$ cat config.mk
export PLATFORM = sky130hd
export DESIGN_NAME = control_unit_mc
export DESIGN_NICKNAME = d
export VERILOG_FILES = /design/src/rtl/control_unit_mc.sv
export SDC_FILE = /design/constraint.sdc
export NUM_CORES = 1
export LEC_CHECK = 0
export CORE_MARGIN = 1.5
export CORE_UTILIZATION = 40
export DETAILED_ROUTE_END_ITERATION = 8
export MAX_ROUTING_LAYER = met4
export PLACE_DENSITY = 0.92
export SLEW_MARGIN = 20
export SYNTH_ARGS = -nofsm -noshare
export SYNTH_HDL_FRONTEND = slang
export SYNTH_SLANG_ARGS = --single-unit
$ cat constraint.sdc
create_clock -name clk -period 3.7 [get_ports clk]
set_input_delay 1.11 -clock clk [delete_from_list [all_inputs] [get_ports clk]]
set_output_delay 1.11 -clock clk [all_outputs]
set_load 0.02 [all_outputs]
$ cat src/rtl/control_unit_mc.sv
// rtl/control_unit_mc.sv - ID-stage decode with multi-cycle MUL sequencer; optional perf counters via CTRL_PERF_CNT_EN
module control_unit_mc #(
   parameter int MUL_LATENCY = 2,
   parameter int CNT_W       = 4,
   parameter int ALU_OP_W    = 2
) (
   input  logic                clk,
   input  logic                arst,
   input  logic [6:0]          opcode,
   input  logic [6:0]          funct7,
   input  logic                id_valid,
   input  logic                flush,
   output logic [ALU_OP_W-1:0] alu_op,
   output logic                alu_src,
   output logic                mem_read,
   output logic                mem_write,
   output logic                mem_2_reg,
   output logic                reg_write,
   output logic                branch,
   output logic                jump,
   output logic                mul_start,
   output logic                stall,
   output logic                mul_busy,
   output logic                illegal,
   output logic                illegal_seen
`ifdef CTRL_PERF_CNT_EN
   ,
   output logic [31:0]         mul_count,
   output logic [31:0]         stall_count
`endif
);

   localparam logic [6:0] OPC_R      = 7'b0110011;
   localparam logic [6:0] OPC_I      = 7'b0010011;
   localparam logic [6:0] OPC_BR     = 7'b1100011;
   localparam logic [6:0] OPC_JAL    = 7'b1101111;
   localparam logic [6:0] OPC_LD     = 7'b0000011;
   localparam logic [6:0] OPC_ST     = 7'b0100011;
   localparam logic [6:0] F7_ADD     = 7'b0000000;
   localparam logic [6:0] F7_SUB     = 7'b0100000;
   localparam logic [6:0] F7_MUL     = 7'b0000001;

   localparam logic [ALU_OP_W-1:0] OP_ADD = ALU_OP_W'(0);
   localparam logic [ALU_OP_W-1:0] OP_SUB = ALU_OP_W'(1);
   localparam logic [ALU_OP_W-1:0] OP_R   = ALU_OP_W'(2);
   localparam logic [ALU_OP_W-1:0] OP_MUL = ALU_OP_W'(3);

   // The first ID cycle of a MUL is spent in IDLE, so RUN counts the remaining cycles minus one
   localparam int                LOAD_I   = (MUL_LATENCY >= 2) ? (MUL_LATENCY - 2) : 0;
   localparam logic [CNT_W-1:0]  CNT_LOAD = CNT_W'(LOAD_I);

   typedef enum logic {S_IDLE, S_RUN} state_t;

   state_t               state, state_next;
   logic [CNT_W-1:0]     cnt, cnt_next;

   logic [ALU_OP_W-1:0]  dec_alu_op;
   logic                 dec_alu_src, dec_mem_read, dec_mem_write, dec_mem_2_reg;
   logic                 dec_reg_write, dec_branch, dec_jump;
   logic                 dec_legal, dec_mul;
   logic                 emit_dec, emit_mul;

   // Raw opcode/funct7 decode, independent of FSM state and bubbles
   always_comb begin
      dec_alu_op    = OP_ADD;
      dec_alu_src   = 1'b0;
      dec_mem_read  = 1'b0;
      dec_mem_write = 1'b0;
      dec_mem_2_reg = 1'b0;
      dec_reg_write = 1'b0;
      dec_branch    = 1'b0;
      dec_jump      = 1'b0;
      dec_legal     = 1'b1;
      dec_mul       = 1'b0;
      case (opcode)
         OPC_R: begin
            if (funct7 == F7_ADD || funct7 == F7_SUB) begin
               dec_reg_write = 1'b1;
               dec_alu_op    = OP_R;
            end else if (funct7 == F7_MUL) begin
               dec_mul       = 1'b1;
               dec_reg_write = 1'b1;
               dec_alu_op    = OP_MUL;
            end else begin
               dec_legal = 1'b0;
            end
         end
         OPC_I: begin
            dec_alu_src   = 1'b1;
            dec_reg_write = 1'b1;
         end
         OPC_BR: begin
            dec_branch = 1'b1;
            dec_alu_op = OP_SUB;
         end
         OPC_JAL: begin
            dec_jump = 1'b1;
         end
         OPC_LD: begin
            dec_alu_src   = 1'b1;
            dec_mem_read  = 1'b1;
            dec_mem_2_reg = 1'b1;
            dec_reg_write = 1'b1;
         end
         OPC_ST: begin
            dec_alu_src   = 1'b1;
            dec_mem_write = 1'b1;
         end
         default: dec_legal = 1'b0;
      endcase
   end

   // MUL sequencer next-state and the final gating of control outputs into bubbles
   always_comb begin
      state_next = state;
      cnt_next   = cnt;
      mul_start  = 1'b0;
      stall      = 1'b0;
      mul_busy   = 1'b0;
      emit_dec   = 1'b0;
      emit_mul   = 1'b0;
      // The held MUL in RUN is known legal, so encodings are only judged in IDLE
      illegal    = (state == S_IDLE) && id_valid && !dec_legal;

      case (state)
         S_IDLE: begin
            if (id_valid && !flush && dec_mul) begin
               mul_start = 1'b1;
               if (MUL_LATENCY == 1) begin
                  emit_mul = 1'b1;
               end else begin
                  stall      = 1'b1;
                  cnt_next   = CNT_LOAD;
                  state_next = S_RUN;
               end
            end else if (id_valid && !flush && dec_legal) begin
               emit_dec = 1'b1;
            end
         end
         S_RUN: begin
            mul_busy = 1'b1;
            if (flush) begin
               // Flush wins over completion: the MUL is dropped without issuing
               cnt_next   = '0;
               state_next = S_IDLE;
            end else if (cnt != '0) begin
               stall    = 1'b1;
               cnt_next = cnt - CNT_W'(1);
            end else begin
               emit_mul   = 1'b1;
               state_next = S_IDLE;
            end
         end
         default: state_next = S_IDLE;
      endcase

      alu_op    = OP_ADD;
      alu_src   = 1'b0;
      mem_read  = 1'b0;
      mem_write = 1'b0;
      mem_2_reg = 1'b0;
      reg_write = 1'b0;
      branch    = 1'b0;
      jump      = 1'b0;
      if (emit_dec) begin
         alu_op    = dec_alu_op;
         alu_src   = dec_alu_src;
         mem_read  = dec_mem_read;
         mem_write = dec_mem_write;
         mem_2_reg = dec_mem_2_reg;
         reg_write = dec_reg_write;
         branch    = dec_branch;
         jump      = dec_jump;
      end else if (emit_mul) begin
         alu_op    = OP_MUL;
         reg_write = 1'b1;
      end
   end

   // State, latency counter and sticky illegal flag
   always_ff @(posedge clk or posedge arst) begin
      if (arst) begin
         state        <= S_IDLE;
         cnt          <= '0;
         illegal_seen <= 1'b0;
      end else begin
         state        <= state_next;
         cnt          <= cnt_next;
         illegal_seen <= illegal_seen | illegal;
      end
   end

`ifdef CTRL_PERF_CNT_EN
   // Free-running event counters, wrapping at 2^32
   always_ff @(posedge clk or posedge arst) begin
      if (arst) begin
         mul_count   <= '0;
         stall_count <= '0;
      end else begin
         mul_count   <= mul_count + 32'(mul_start);
         stall_count <= stall_count + 32'(stall);
      end
   end
`endif

endmodule

==> results.md, run 1 <==
- Leak pwr: approximately 0.51 nW
- Flop2flop setup slack: between 2 and 2.5 ns
- Gr ovfl total: 0
- Hold Path Class: reg -> reg
- CP arrival: 2.55 ns
- First-pass GRT wire length: 3110 µm
- Routed length on met2: around 1100 µm
- CTS Root Cell: clkbuf_4
- Area grow syn2layout: 83.0%
- Skew final: 0.00114 ns
- Fmax achieved: roughly 270 MHz
- Routed wl met3: approximately 110 µm
- CP Max Fanout: 4
- Synth area leader: dfrtp_1
- Dpl hpwl: about 1600 µm
- Die ar.: 0.00175 mm²
- Setup ws final: roughly 0.035 ns
- Final Max Tran Viols: 0
- Post-Syn Nets: 87
- Core area: ~0.0014 mm²
- Comb pwr share: a little under a third
- Max Cap Viol: 0
- CP required: 2.59 ns
- Post-place setup slack: -0.428 ns
- Flops & latches, synth: 6
- Final ANT Viol Nets: 0
- Top-area cell type share of the netlist area: 24.9%
- Fraction of layout cells with a size suffix above 1: 46.3%
- CTS max path bufs: 2
- Num CTS Buffers: 3
- Clk sink count: 6
- Initial antenna violation count: 0
- Fin Setup TNS: 0 ns
- Via count: approximately 760
- Die Wd: between 40 and 50 µm
- Ranking of synthesized cells by area: dfrtp_1 (25%), and4bb_4 (5.4%), o21ai_1 (5.0%)
- Worst setup SP type: input pin
- CTS tree: done
- Diodes inserted: 0
- Crit-path cells: clkdlybuf4s50_1 -> and4bb_4 -> nand2b_2 -> nand3b_4 -> a21oi_1 -> buf_2
- Crit path kind: in -> out
- Drt first-iter violations: 6
- Period minus WS final: ~3.7 ns
- Min Hold Slack: 0.483 ns
- Wire length per cell: approximately 14 µm
- Remaining DRCs: 0
- IO Pins: 32
- Sw power: 0.0413 mW
- Vias per inst: between 5 and 6
- First-pass DRT Iterations: 4
- Total Wirelength: 1950 µm
- H-tree levels: 1
- Final setup vio count: 0
- Clock power frac: 32.2%
- Status: completed
- Vias in the first global route: 751
- Die height: 41.8 µm
- Slew headroom: approximately 80%
- CP top delay family: buffers and inverters
- Final worst-path cycle share: a little under 100%
- Starting Density: 44.7%
- Ys Warns: 0
- Clock Latency Late Sink: ~0.24 ns
- Final hold vios: 0
- Unrepaired setup endpoints after global routing: true
- Post-synthesis cell count: 67
- Most common cell after layout, fill and taps aside: buf_4
- Rows: 13
- Commonest cells after routing, fill and taps aside: buf_4 (25), clkdlybuf4s50_1 (16), buf_2 (7)
- Total Power: 0.175 mW
- CP max stage delay: 0.44 ns
- CTS clk-pin slew, worst paths: 0.04 ns
- # nets final: 145
- Mapped Area: just over 600 µm²
- Final core utilization: approximately 80%
- CP max-delay cell: clkdlybuf4s50_1
- Largest net degree at the start of global routing: 8
- Flop pwr share: 37.7%
- Wire length on met1: about 710 µm
- Count of input and output buffers: 31
- GPL Wtd Cong: 0.782
- Max IR drop VDD: 0.200 mV
- All-layer global routing usage: 23.5%
- Internal power: 0.134 mW
- Synth cell types: 36
- CP Buf/Inv Count: 2
- Crit path capture type: primary output
- PD cells: roughly 160 mW/mm²
- Net switching fraction of the power: 23.6%
- Worst-Margin Slew: roughly 0.30 ns
- Uppermost layer routed: met4
- Post-synthesis sequential area ratio: 24.9%
- Post-Syn Area per Cell: 9.00 µm²
-- kinds of logic after synthesis --
logic type      count (synthesis)  share of synthesized area, %
compound gates                 16                          18.3
fa+ha+maj                       2                          4.15
buf+inv                         4                          3.11
flops                           6                          24.9
mux                             1                          1.66
simple gates                   38                          47.9
-- repair_timing --
action	CTS	global route
pin swaps	3	2
setup buffers	1	2
gates cloned	0	0
resized for setup	46	14
hold buffers	0	0
setup endpoints to repair	12	11
-- worst paths after layout --
| path | startpoint | to | cells after the start |
|---|---|---|---|
| max | opcode[2] | alu_src | 6 |
| min | illegal_seen$_DFF_PP0_ | illegal_seen$_DFF_PP0_ | 1 |
| max reg2reg | cnt[0]$_DFFE_PP0P_ | cnt[0]$_DFFE_PP0P_ | 7 |
| min reg2reg | illegal_seen$_DFF_PP0_ | illegal_seen$_DFF_PP0_ | 1 |
| max in group asynchronous | arst | cnt[3]$_DFFE_PP0P_ | 2 |
| min in group asynchronous | arst | cnt[1]$_DFFE_PP0P_ | 2 |
-- cells in the mapped netlist, drive strengths merged --
| master | count |
|---|---|
| a211o | 1 |
| a21o | 1 |
| a21oi | 3 |
| a31o | 1 |
| a41oi | 1 |
| and4bb | 3 |
| buf | 1 |
| dfrtp | 6 |
| ha | 2 |
| inv | 3 |
| mux2i | 1 |
| nand2 | 4 |
| nand2b | 3 |
| nand3 | 4 |
| nand3b | 2 |
| nand4 | 2 |
| nor2 | 8 |
| nor2b | 1 |
| nor3 | 6 |
| nor3b | 1 |
| nor4 | 1 |
| o21ai | 7 |
| o21bai | 1 |
| o31ai | 1 |
| or2 | 1 |
| or3 | 1 |
| or3b | 1 |
-- layout make-up --
type,count,area (µm²)
Inverter,3,11.3
Sequential cell,6,150
Fill cell,97,246
Tap cell,15,18.8
Multi-Input combinational cell,57,462
Clock buffer,3,22.5
Timing Repair Buffer,54,439
-- routing by layer --
metal / up-vias / GRT usage [%]
met1: 349 / 22.4
met5: - / -
met3: 8 / 1.74
met4: 0 / 11.6
li1: 367 / -
met2: 32 / 46.3
-- metrics by stage --
step                std cells  instance area (µm²)
finish                    138                 1100
global route              138                 1100
CTS                       136                 1090
detailed placement        132                 1070
global placement          132                 1070
floorplan                  67                  603
-- registers in the layout, indices dropped and copies added, names as in the netlist --
name and cells:
cnt 4, illegal_seen 1, state 1
-- power by group through the flow --
stage | Combinational [mW] | Clock, mW | Sequential (mW)
after floorplan | 0.0136 | 0 | 0.0669
after global placement | 0.0497 | 0 | 0.0669
after detailed placement | 0.0518 | 0 | 0.0669
after CTS | 0.0520 | 0.0595 | 0.0660
after global routing | 0.0566 | 0.0617 | 0.0659
final | 0.0529 | 0.0563 | 0.0660
Note: power is estimated with default switching activity, not from simulation.
==> run 2: changes to the inputs <==
--- a/config.mk
+++ b/config.mk
@@ -6,10 +6,10 @@
 export NUM_CORES = 1
 export LEC_CHECK = 0
 export CORE_MARGIN = 1.5
-export CORE_UTILIZATION = 40
+export CORE_UTILIZATION = 41
 export DETAILED_ROUTE_END_ITERATION = 8
 export MAX_ROUTING_LAYER = met4
-export PLACE_DENSITY = 0.92
+export PLACE_DENSITY = 0.93
 export SLEW_MARGIN = 20
 export SYNTH_ARGS = -nofsm -noshare
 export SYNTH_HDL_FRONTEND = slang
==> results.md, run 2 (synthesis gave the netlist of run 1 again) <==
- Max IR drop VDD: ~0.17 mV
- Die ar.: about 0.0017 mm²
- Worst setup SP type: input pin
- # nets final: ~140
- Remaining DRCs: 0
- Fmax achieved: around 270 MHz
- DP Cell Count: 130
- Top reg by flops: cnt
- Final Max Tran Viols: 0
- H-tree levels: 1
- CP required: 2.59 ns
- CP max-delay cell: clkdlybuf4s50_1
- Crit-path cells: clkdlybuf4s50_1 -> and4bb_4 -> nand2b_2 -> nand3b_4 -> nor3b_2 -> buf_4
- Final hold vios: 0
- Non-Filler Instances: ~140
- Count of input and output buffers: 31
- Num CTS Buffers: 3
- Total Wirelength: around 2200 µm
- GPL Wtd Cong: 0.705
- Via count: roughly 730
- CTS Root Cell: clkbuf_4
- Gr ovfl total: 0
- Rows: 13
- Net switching fraction of the power: 24.3%
- DP Area: 0.00106 mm²
- Internal power: between 0.1 and 0.15 mW
- Reg2reg path depth: 7
- Leak pwr: between 0.5 and 0.6 nW
- CP arrival: ~2.5 ns
- Commonest cells after routing, fill and taps aside: buf_4 (23), clkdlybuf4s50_1 (14), buf_2 (8)
- Total Power: roughly 0.17 mW
- Fraction of layout cells with a size suffix above 1: around 45%
- Die Wd: between 40 and 50 µm
- CP max stage delay: 0.43 ns
- Slew headroom: 79.1%
- Post-route cell area: around 0.0011 mm²
- CTS clk-pin slew, worst paths: around 0.040 ns
- Starting Density: a little under half
- Wire length per cell: 16.0 µm
- Clock Latency Late Sink: approximately 0.24 ns
- Area grow syn2layout: 81.3%
- Initial antenna violation count: 0
- Clk sink count: 6
- Vias per inst: ~5.4
- Dpl hpwl: 1660 µm
- IO Pins: 32
- First-pass DRT Iterations: 4
- Final setup vio count: 0
- Core area: approximately 0.0013 mm²
- Clock power frac: roughly a third
- First-pass GRT wire length: 3040 µm
- Crit path kind: in -> out
- Max Cap Viol: 0
- Comb pwr share: between 20% and 30%
- Sw power: 0.0424 mW
- Final ANT Viol Nets: 0
- Diodes inserted: 0
- Min Hold Slack: approximately 0.49 ns
- Hold Path Class: reg -> reg
- CTS max path bufs: 2
- Final worst-path cycle share: a little under 100%
- Die height: between 40 and 50 µm
- Vias in the first global route: 737
- Max reg flops: 4
- Period minus WS final: between 3 and 4 ns
- Setup ws final: 0.0457 ns
- Most common cell after layout, fill and taps aside: buf_4
- Post-place setup slack: -0.477 ns
- Registers with the most flip-flops: cnt (4), illegal_seen (1), state (1)
- Flop2flop setup slack: about 2.1 ns
- Worst-Margin Slew: just over 0.3 ns
- PD cells: roughly 160 mW/mm²
- Skew final: ~0.0017 ns
- Hold depth: 1
- Largest net degree at the start of global routing: 8
- CTS tree: done
- All-layer global routing usage: about 29%
- Flop pwr share: 37.7%
- CP Max Fanout: 4
- Crit path capture type: primary output
- Drt first-iter violations: 7
- Status: completed
==> run 2: through the flow <==
step                utilization, %   TNS, ns
global route                  82.0   -0.0154
global placement              79.5     -4.04
finish                        82.0         0
detailed placement            79.5     -4.81
CTS                           79.7  -0.00321
floorplan                        -         0
==> run 2: worst max-delay path, delay by kind of cell <==
family	cells	cell delay, ns
and+or+nand+nor	4	0.84
buffers and inverters	2	0.59
==> run 2: per-layer routing <==
layer / part of all wire, % / GRT usage [%] / vias to the layer above
li1: - / - / 361
met1: 35 / 27.3 / 343
met2: 58 / 57.0 / 24
met3: 5.5 / 1.60 / 4
met5: 0 / - / -
met4: 1.7 / 15.3 / 0
==> run 2: worst paths after layout <==
check	start	endpoint
worst max-delay path	opcode[2]	mem_write
worst min register to register	cnt[2]$_DFFE_PP0P_	cnt[2]$_DFFE_PP0P_
worst min-delay path	cnt[2]$_DFFE_PP0P_	cnt[2]$_DFFE_PP0P_
max in group asynchronous	arst	cnt[2]$_DFFE_PP0P_
worst max register to register	cnt[0]$_DFFE_PP0P_	cnt[1]$_DFFE_PP0P_
min in group asynchronous	arst	cnt[1]$_DFFE_PP0P_
==> run 2: power by group through the flow <==
stage | clock network (mW) | logic [mW] | registers (mW)
finish | 0.0571 | 0.0518 | 0.0660
global route | 0.0628 | 0.0555 | 0.0659
CTS | 0.0612 | 0.0507 | 0.0659
detailed placement | 0 | 0.0508 | 0.0669
global placement | 0 | 0.0482 | 0.0669
floorplan | 0 | 0.0136 | 0.0669
==> run 2: final cells by class <==
cell class / count / area, µm²
Multi-Input combinational cell: 57 / 462
Fill cell: 99 / 240
Sequential cell: 6 / 150
Clock buffer: 3 / 22.5
Inverter: 3 / 11.3
Tap cell: 15 / 18.8
Timing Repair Buffer: 52 / 429
==> run 2: timing repair <==
action	in CTS	in global routing
resized for setup	51	12
endpoints found under the hold margin	0	0
setup endpoints to repair	12	9
buffers inserted	2	1
hold buffers	0	0
pin swaps	4	6
